[config.mk]
export PLATFORM = sky130hd
export DESIGN_NAME = prog_loader
export DESIGN_NICKNAME = d
export VERILOG_FILES = /design/src/rtl/prog_loader_pkg.sv /design/src/rtl/prog_loader.sv
export SDC_FILE = /design/constraint.sdc
export NUM_CORES = 1
export LEC_CHECK = 0
export BUFFER_PORTS_ARGS = -buffer_cell sky130_fd_sc_hd__buf_2
export CORE_MARGIN = 5
export CORE_UTILIZATION = 30
export CTS_CLUSTER_SIZE = 30
export DETAILED_ROUTE_END_ITERATION = 16
export PLACE_DENSITY = 0.49
export SYNTH_ARGS = -nofsm -noshare
export SYNTH_HDL_FRONTEND = slang
export SYNTH_SLANG_ARGS = --single-unit
[constraint.sdc]
create_clock -name clk -period 2.2 [get_ports clk]
set_clock_uncertainty 0.1 [all_clocks]
set_input_delay 0.22 -clock clk [delete_from_list [all_inputs] [get_ports clk]]
set_output_delay 0.22 -clock clk [all_outputs]
set_load 0.005 [all_outputs]
[src/rtl/prog_loader_pkg.sv]
// Shared definitions for the program loader and the RAM-side reader:
// bus widths, loader FSM encoding and a wrapping address helper.
package prog_loader_pkg;

  localparam int ADDR_W = 8;
  localparam int DATA_W = 8;

  typedef logic [ADDR_W-1:0] addr_t;
  typedef logic [DATA_W-1:0] data_t;

  typedef enum logic [1:0] {
    IDLE  = 2'd0,
    FETCH = 2'd1,
    DRAIN = 2'd2,
    DONE  = 2'd3
  } loadState_e;

  // Both ROM and RAM address spaces are 256 bytes, so offsets simply wrap.
  function automatic addr_t wrapAdd(input addr_t base, input addr_t offset);
    return base + offset;
  endfunction

endpackage

[src/rtl/prog_loader.sv]
// Copies 'length' bytes from a synchronous program ROM into the reader's RAM,
// keeps a running byte checksum and raises 'run' once the image is in place.
module prog_loader
  import prog_loader_pkg::*;
#(
  parameter addr_t ROM_BASE  = 8'h00,
  parameter addr_t LOAD_BASE = 8'h00
) (
  input  logic              clk,
  input  logic              reset,
  input  logic              start,
  input  logic [DATA_W-1:0] length,
  output logic [ADDR_W-1:0] romAddress,
  input  logic [DATA_W-1:0] romData,
  output logic [ADDR_W-1:0] ramAddress,
  output logic [DATA_W-1:0] ramValue,
  output logic              ramWrite,
  output logic              run,
  output logic              busy,
  output logic [DATA_W-1:0] checksum
);

  loadState_e stateQ, stateD;
  addr_t      idxQ, idxD;
  data_t      lenQ, lenD;
  data_t      checksumQ, checksumD;
  logic       wrValidQ;
  addr_t      wrIdxQ;
  data_t      ramValueQ;
  logic       accept;
  logic       lastFetch;

  assign accept    = start && ((stateQ == IDLE) || (stateQ == DONE));
  assign lastFetch = (idxQ == (lenQ - 8'd1));

  always_ff @(posedge clk or posedge reset) begin
    if (reset) begin
      stateQ <= IDLE;
    end else begin
      stateQ <= stateD;
    end
  end

  always_comb begin
    stateD = stateQ;
    case (stateQ)
      IDLE, DONE: begin
        if (start) begin
          stateD = (length == '0) ? DONE : FETCH;
        end
      end
      FETCH: begin
        if (lastFetch) begin
          stateD = DRAIN;
        end
      end
      DRAIN:   stateD = DONE;
      default: stateD = IDLE;
    endcase
  end

  // The index only moves while fetching, so romAddress naturally holds
  // outside FETCH; a zero-length start leaves it untouched.
  always_comb begin
    idxD      = idxQ;
    lenD      = lenQ;
    checksumD = checksumQ;
    if (accept && (length != '0)) begin
      idxD = '0;
      lenD = length;
    end else if ((stateQ == FETCH) && !lastFetch) begin
      idxD = idxQ + 8'd1;
    end
    if (accept) begin
      checksumD = '0;
    end else if (wrValidQ) begin
      checksumD = checksumQ + romData;
    end
  end

  // One pipeline stage lines the RAM address up with the ROM's read latency.
  always_ff @(posedge clk or posedge reset) begin
    if (reset) begin
      idxQ      <= '0;
      lenQ      <= '0;
      checksumQ <= '0;
      wrValidQ  <= 1'b0;
      wrIdxQ    <= '0;
      ramValueQ <= '0;
    end else begin
      idxQ      <= idxD;
      lenQ      <= lenD;
      checksumQ <= checksumD;
      wrValidQ  <= (stateQ == FETCH);
      if (stateQ == FETCH) begin
        wrIdxQ <= idxQ;
      end
      if (wrValidQ) begin
        ramValueQ <= romData;
      end
    end
  end

  // ramValue forwards romData during a write and replays the last byte otherwise.
  always_comb begin
    busy       = (stateQ == FETCH) || (stateQ == DRAIN);
    run        = (stateQ == DONE);
    ramWrite   = wrValidQ;
    ramValue   = wrValidQ ? romData : ramValueQ;
    romAddress = wrapAdd(ROM_BASE, idxQ);
    ramAddress = wrapAdd(LOAD_BASE, wrIdxQ);
    checksum   = checksumQ;
  end

endmodule

==> results.env, run 1 <==
OUTCOME='completed'
FINAL_LAYOUT_SIZE_SUFFIX_GT1_SHARE_PCT=36.68
SYNTH_SEQ_CELLS=43
EFFECTIVE_UTILIZATION_AT_FLOORPLAN_PCT=31.08
DRT_PASS1_ITERATIONS=4
CRIT-REG2REG-CAPTURE='idxQ[3]'
POSTSYNTHCELLCOUNT=216
DP_HPWL_MM=4.091
HOLD_PATH.CLASS='in2reg'
FINAL_CRITICAL_PATH_SETUP_SLACK_NS=0.08343
SYNTH.NET_COUNT=248
COMPOUND_GATE_PORTION_OF_THE_SYNTHESIZED_AREA_PCT=9.665
POST_DRT_WL_PER_CELL_UM=13.86
SYNTH-SEQ-AREA-SHARE_PCT=47.23
MAX-CAP-VIOLATIONS=0
TIGHTEST_SLEW_NS=0.4279
WL_MM=5.378
CRITICAL_R2R_LAUNCH='lenQ[4]'
CTS_TREE='yes'
POWER.SHARE.COMBINATIONAL_PCT=51.8
CLK_PIN_SLEW_WORST_PATHS_NS=0.08
CRIT_PATH_START_KIND='register'
POSTROUTEANTENNANETS=0
INTERNAL_CELL_POWER_mW=2.355
CRIT_PATH_MAX_FANOUT=16
SYNTH_TOP_FLOP_CELL='dfrtp_1'
MAX-CLOCK-PATH-BUFFERS=2
INSERTEDDIODECOUNT=0
PLACE.PORT_BUFFERS=53
ANTENNA_FOUND_INITIAL=0
SYNTH-SIMPLE-AREA-SHARE_PCT=14.72
GP_CONGESTION=0.8067
IR_WORST_VDD_uV=411.4
HTREE_LEVELS=2
NETLIST_AREA_SQ_UM=2278
LARGEST_FAMILY_OF_LOGIC_CELLS_BY_SYNTHESIZED_AREA='simple AND/OR/NAND/NOR gates'
NUMBER_OF_SYNTHESIZED_FLOPS_WITH_AN_ENABLE_PIN=0
REPORT.FINAL.SLEW_VIOL_COUNT=0
SWSHARE_PCT=37.76
DRC=0
AREA_GROWTH_SYN_TO_LAYOUT_PCT=29.71
FF2FF_PATH_DEPTH=8
SYNTH-ADDER-AREA-SHARE_PCT=7.468
FIRST_GLOBAL_VIAS=1823
WORST-SETUP-PATH-TYPE='reg2reg'
CP_REQUIRED_NS=2.33
WORST_SLEW_MARGIN_REL_PCT=71.30
WORSTHOLDSTART='length[5]'
CLKLATENCYLATEPIN_NS=0.29
MIN_DELAY_PATH_DEPTH=3
POST_SYNTH_NUM_CELL_TYPES=39
FINAL_REPORT_SETUP_VIOLATION_COUNT=0
GRT-OVFL-TOTAL=0
FINALSETUPTNS_NS=0
TIMING.REG2REG.SETUP_SLACK_NS=0.08
FINALPOWER_mW=3.784
GRT_MAX_DEGREE=20
CELL_COUNT_AFTER_PLACEMENT=380
FINALHOLDVIOLCOUNT=0
DIE_AREA_SQ_UM=9438
SHARE_CLK_OF_TOTAL_POWER_PCT=15.9
IOS=54
CRIT_FAMILY='simple AND/OR/NAND/NOR gates'
CTS_SINKS=43
LEAKAGEPOWER_nW=1.493
PRECTSSETUPSLACK_NS=0.004792
CRITICAL_PATH.N_BUFFERS_INVERTERS=1
WIRE_LENGTH_OF_THE_FIRST_GLOBAL_ROUTING_PASS_MM=9.170
CTS_MADE_BUFFERS=5
CLK_ROOT_BUFFER_CELL='clkbuf_8'
MAXCLOCKFREQUENCY_GHz=0.4725
POST_SYNTH_MUX_AREA_SHARE_PCT=11.81
UNREPAIRED_SETUP_ENDPOINTS_AFTER_GLOBAL_ROUTING='true'
POWER.SHARE.SEQUENTIAL_PCT=32.3
CRITICAL-PATH-SLOWEST-CELL='or4_1'
PLACEMENTROWS=31
VIAS=1753
ASYNCSETRESETFLOPFRACSYNTH_PCT=100.0
LAYOUT.CORE_UTILIZATION_PCT=40.31
PLACED_CELL_AREA_SQ_UM=2789
FINISH.INSTANCE_AREA_SQ_UM=2955
CRITPATHCAPTURETYPE='register'
NET-SWITCHING-POWER_mW=1.429
CORE-AREA_SQ_UM=7331
HOLD_SLACK_NS=0.03581
FINALWORSTPATHREQUIREDPERIOD_NS=2.117
POWER_DENSITY_nW_PER_UM2=1280
FINAL_NET_COUNT=321
DRT_ITER0_MARKERS=82
DIE_W_UM=97.15
MIN_PERIOD_OVER_PERIOD_PCT=96.21
SLOWEST_DELAY_NS=0.46
SYNTHESIS.YOSYS.WARNINGS=0
TIMING.CRITICAL_PATH.ARRIVAL_NS=2.25
DIE_Y_UM=97.15
MIN_DELAY_WORST_ENDPOINT='lenQ[5]'
ROUTE.DETAILED.VIAS_PER_INST=4.518
SYN_AREA_PER_CELL_SQ_UM=10.55
GR-USAGE-ALL-LAYERS_PCT=11.77
FILLER_CELL_COUNT=737
LAYOUT.CELLS.NON_FILLER=388
PATH_CELLS='nor2_2 > nand3_1 > xor2_1 > o211ai_1 > o31ai_4 > buf_12 > or4_1 > nand2_1'
YOSYS.AREA_SHARE.XOR_XNOR_PCT=6.150
==> logic make-up (layout without fill, tap and decap cells) <==
logic type                 count (synthesis)  in the layout
DFF                                       43             43
xor gates and xnor gates                  16             16
adders and majority gates                 13             13
AOI/OAI and AO/OA                         30             30
and+or+nand+nor                           73             73
buffers and inverters                     16             89
muxes                                     25             25
==> cell usage after synthesis (2+ instances only) <==
cell	count	area (sq um)
xnor2_1	11	96.34
nand3_1	2	10.01
a21oi_1	5	25.02
o211ai_1	5	37.54
xor2_1	5	43.79
or3_1	2	12.51
and2_1	3	18.77
nor2b_1	3	18.77
ha_1	12	150.1
nor3_1	3	15.01
a21o_1	3	22.52
clkbuf_1	5	18.77
o21ai_0	6	30.03
mux2i_1	10	100.1
dfrtp_1	43	1076
nand2_1	30	112.6
nor2_1	18	67.56
inv_1	9	33.78
mux2_2	15	168.9
nor4_1	2	12.51
or4_1	4	30.03
nand4_1	3	18.77
==> worst register-to-register path, cell delays in order (launching register included) <==
cell and delay, ns:
dfrtp_2 0.45, nor2_2 0.16, nand3_1 0.14, xor2_1 0.16, o211ai_1 0.26, o31ai_4 0.09
buf_12 0.15, or4_1 0.46, nand2_1 0.07
==> registers in the layout, summed over array words and instances, names as in the netlist <==
name and cells:
stateQ 2, idxQ 8, ramWrite 1, wrIdxQ 8
ramValueQ 8, lenQ 8, checksum 8
==> area by class of cell <==
type	instances	area [sq um]	area share [%]
multi-input combinational	157	1187	40.18
sequential	43	1077	36.45
timing repair buffer	73	430.4	14.56
tap	99	123.9	4.191
clock buffer	6	72.57	2.456
inverter	9	33.78	1.143
clock inverter	1	30.03	1.016
==> per-layer routing <==
layer	routed length [um]	vias to the layer above	GRT usage (%)
met5	0	-	0
met4	79	0	3.564
met3	261	5	2.872
met2	2366	45	17.99
met1	2670	803	16.40
li1	-	900	-
==> power groups by stage <==
| stage | Clock [mW] | Combinational, mW | Sequential (mW) |
|---|---|---|---|
| after detailed placement | 0 | 1.90 | 1.22 |
| after CTS | 0.631 | 1.92 | 1.21 |
| after floorplan | 0 | 1.22 | 1.23 |
| final | 0.600 | 1.96 | 1.22 |
| after global placement | 0 | 1.90 | 1.22 |
| after global routing | 0.664 | 2.19 | 1.26 |
==> placed cells by master (no fill, tap or decap), types with 3 or more instances in the layout <==
master	count
inv_1	6
or4_1	4
mux2i_1	10
clkbuf_8	5
buf_2	53
a21oi_1	4
nor2_1	17
ha_1	11
a21o_1	3
mux2_2	15
o21ai_0	6
xnor2_1	11
nand4_1	3
o211ai_1	5
dfrtp_1	42
buf_4	18
nor2b_1	3
nand2_1	30
and2_1	3
xor2_1	4
==> timing repair <==
action                                  CTS  global route
hold buffers                              1             0
buffers inserted                          0             1
pin swaps                                 0             8
hold endpoints to repair                  9             0
gates resized for setup                   1            12
endpoints found under the setup margin    1            12
==> how the worst max path moves through the flow <==
stage / from / end / slack, ns / cells after the start
floorplan: lenQ[0] / idxQ[1] / 0.01 / 9
detailed placement: romData[1] / checksum[7] / 0.005 / 9
finish: lenQ[4] / idxQ[3] / 0.08 / 8
global route: lenQ[1] / idxQ[3] / -0.02 / 10
CTS: checksum[0] / checksum[6] / 0.02 / 9
global placement: romData[1] / checksum[7] / -0.03 / 9
Power figures use the tool's default switching activity.
==> run 2: changes to the inputs <==
--- a/config.mk
+++ b/config.mk
@@ -11,6 +11,7 @@
 export CTS_CLUSTER_SIZE = 30
 export DETAILED_ROUTE_END_ITERATION = 16
 export PLACE_DENSITY = 0.49
+export RECOVER_POWER = 100
 export SYNTH_ARGS = -nofsm -noshare
 export SYNTH_HDL_FRONTEND = slang
 export SYNTH_SLANG_ARGS = --single-unit
==> results.env, run 2 (synthesized netlist as in run 1, its figures left out) <==
OUTCOME='completed'
CLK_PIN_SLEW_WORST_PATHS_NS=0.08
WORSTHOLDSTART='length[5]'
POSTROUTEANTENNANETS=0
VIAS=1748
REPORT.FINAL.SLEW_VIOL_COUNT=0
NET-SWITCHING-POWER_mW=1.429
GRT_MAX_DEGREE=20
CRIT_PATH_MAX_FANOUT=16
TOP_LAYER_USED='met4'
MAXCLOCKFREQUENCY_GHz=0.4722
CRITPATHCAPTURETYPE='register'
CP_REQUIRED_NS=2.33
POST_DRT_WL_PER_CELL_UM=13.84
FF2FF_PATH_DEPTH=8
CTS_SINKS=43
GRT-OVFL-TOTAL=0
FIRST_GLOBAL_VIAS=1823
PRECTSSETUPSLACK_NS=0.004792
MOST_USED_CELLS_IN_THE_LAYOUT_EXCLUDING_FILL_AND_TAP_CELLS='48 x buf_2, 42 x dfrtp_1, 30 x nand2_1, 17 x nor2_1, 13 x mux2_2'
IOS=54
DRT_PASS1_ITERATIONS=4
IR_WORST_VDD_uV=402.8
CLKLATENCYLATEPIN_NS=0.29
UNREPAIRED_SETUP_ENDPOINTS_AFTER_GLOBAL_ROUTING='true'
TIGHTEST_SLEW_NS=0.9651
DIE_Y_UM=97.15
CRIT_PATH_START_KIND='register'
DRT_ITER0_MARKERS=64
SWSHARE_PCT=38.03
CTS_TREE='yes'
GP_CONGESTION=0.8067
GR-USAGE-ALL-LAYERS_PCT=11.77
FINAL_REPORT_SETUP_VIOLATION_COUNT=0
MAX-CLOCK-PATH-BUFFERS=2
POWER.SHARE.SEQUENTIAL_PCT=32.5
TIMING.CRITICAL_PATH.ARRIVAL_NS=2.25
HOLD_PATH.CLASS='in2reg'
POWER.SHARE.COMBINATIONAL_PCT=51.5
PATH_CELLS='nor2_2 > nand3_1 > xor2_1 > o211ai_1 > o31ai_4 > buf_12 > or4_1 > nand2_1'
TIMING.REG2REG.SETUP_SLACK_NS=0.08
CRITICAL_R2R_LAUNCH='lenQ[4]'
PLACED_CELL_AREA_SQ_UM=2789
DIE_AREA_SQ_UM=9438
FINAL_NET_COUNT=321
EFFECTIVE_UTILIZATION_AT_FLOORPLAN_PCT=31.08
ROUTEDLENGTHMET1_MM=2.701
FINALPOWER_mW=3.758
WL_MM=5.370
DP_HPWL_MM=4.091
CRIT-REG2REG-CAPTURE='idxQ[5]'
CORE-AREA_SQ_UM=7331
FINAL_LAYOUT_SIZE_SUFFIX_GT1_SHARE_PCT=32.18
SLOWEST_DELAY_NS=0.47
PLACEMENTROWS=31
ROUTE.DETAILED.VIAS_PER_INST=4.505
DETAILROUTE.WIRELENGTH.MET2_MM=2.380
LAYOUT.CELLS.MOST_COMMON='buf_2'
PLACE.PORT_BUFFERS=53
FINISH.INSTANCE_AREA_SQ_UM=2927
CLK_ROOT_BUFFER_CELL='clkbuf_8'
CRITICAL-PATH-SLOWEST-CELL='or4_1'
HTREE_LEVELS=2
INSERTEDDIODECOUNT=0
MIN_DELAY_WORST_ENDPOINT='lenQ[5]'
MIN_PERIOD_OVER_PERIOD_PCT=96.27
LEAKAGEPOWER_nW=1.449
MAX-CAP-VIOLATIONS=0
WORST_SLEW_MARGIN_REL_PCT=35.66
WIRE_LENGTH_OF_THE_FIRST_GLOBAL_ROUTING_PASS_MM=9.170
DRC=0
INTERNAL_CELL_POWER_mW=2.329
DIE_W_UM=97.15
FINALWORSTPATHREQUIREDPERIOD_NS=2.118
MIN_DELAY_PATH_DEPTH=3
ANTENNA_FOUND_INITIAL=0
FINAL_CRITICAL_PATH_SETUP_SLACK_NS=0.08208
FINALHOLDVIOLCOUNT=0
AREA_GROWTH_SYN_TO_LAYOUT_PCT=28.45
FILLER_CELL_COUNT=741
CTS_MADE_BUFFERS=5
POWER_DENSITY_nW_PER_UM2=1284
WORST-SETUP-PATH-TYPE='reg2reg'
SHARE_CLK_OF_TOTAL_POWER_PCT=16.0
ROUTED-WL-MET3_UM=209
run 2: final cells by class:
cell class                 count  area (sq um)  area share (%)
clock buffer                   6         72.57           2.480
clock inverter                 1         30.03           1.026
inverter                       9         33.78           1.154
multi-input combinational    157          1187           40.57
sequential                    43          1077           36.81
tap                           99         123.9           4.233
timing repair buffer          73         401.6           13.72
run 2: critical path: cells and delay by family (launching register included):
family | cells | cell delay, ns
compound gates | 2 | 0.35
xor+xnor | 1 | 0.16
buf+inv | 1 | 0.15
flops | 1 | 0.46
simple gates | 4 | 0.84
run 2: repair_timing:
item / 4_1_cts / 5_1_grt
resized for setup: 1 / 12
hold endpoints to repair: 9 / 0
pin swaps: 0 / 8
setup buffers: 0 / 1
hold buffers: 1 / 0
setup endpoints to repair: 1 / 12
run 2: worst max path at each step:
stage | depth (start not counted) | slack, ns | to | from
5_1_grt | 10 | -0.02 | idxQ[3] | lenQ[1]
6_report | 8 | 0.08 | idxQ[5] | lenQ[4]
4_1_cts | 9 | 0.02 | checksum[6] | checksum[0]
3_3_place_gp | 9 | -0.03 | checksum[7] | romData[1]
3_5_place_dp | 9 | 0.005 | checksum[7] | romData[1]
2_1_floorplan | 9 | 0.01 | idxQ[1] | lenQ[0]
run 2: power groups by stage:
stage	clock (mW)	combinational [mW]	sequential, mW
4_1_cts	0.631	1.92	1.21
5_1_grt	0.664	2.17	1.26
2_1_floorplan	0	1.22	1.23
3_3_place_gp	0	1.90	1.22
6_report	0.601	1.93	1.22
3_5_place_dp	0	1.90	1.22
run 2: per-stage QoR:
step           std cells  hold slack (ns)  util [%]  TNS [ns]
4_1_cts              388          0.02859     39.68         0
6_report             388          0.03539     39.92         0
2_1_floorplan        216           0.2254         -         0
3_3_place_gp         380          0.07896     38.04  -0.02510
3_5_place_dp         380          0.08753     38.04         0
5_1_grt              388          0.03592     39.92  -0.05333
run 2: per-layer routing:
layer  vias up  track usage (%)
met5         -                0
met4         0            3.564
met3         5            2.872
met2        32            17.99
met1       817            16.40
li1        894                -
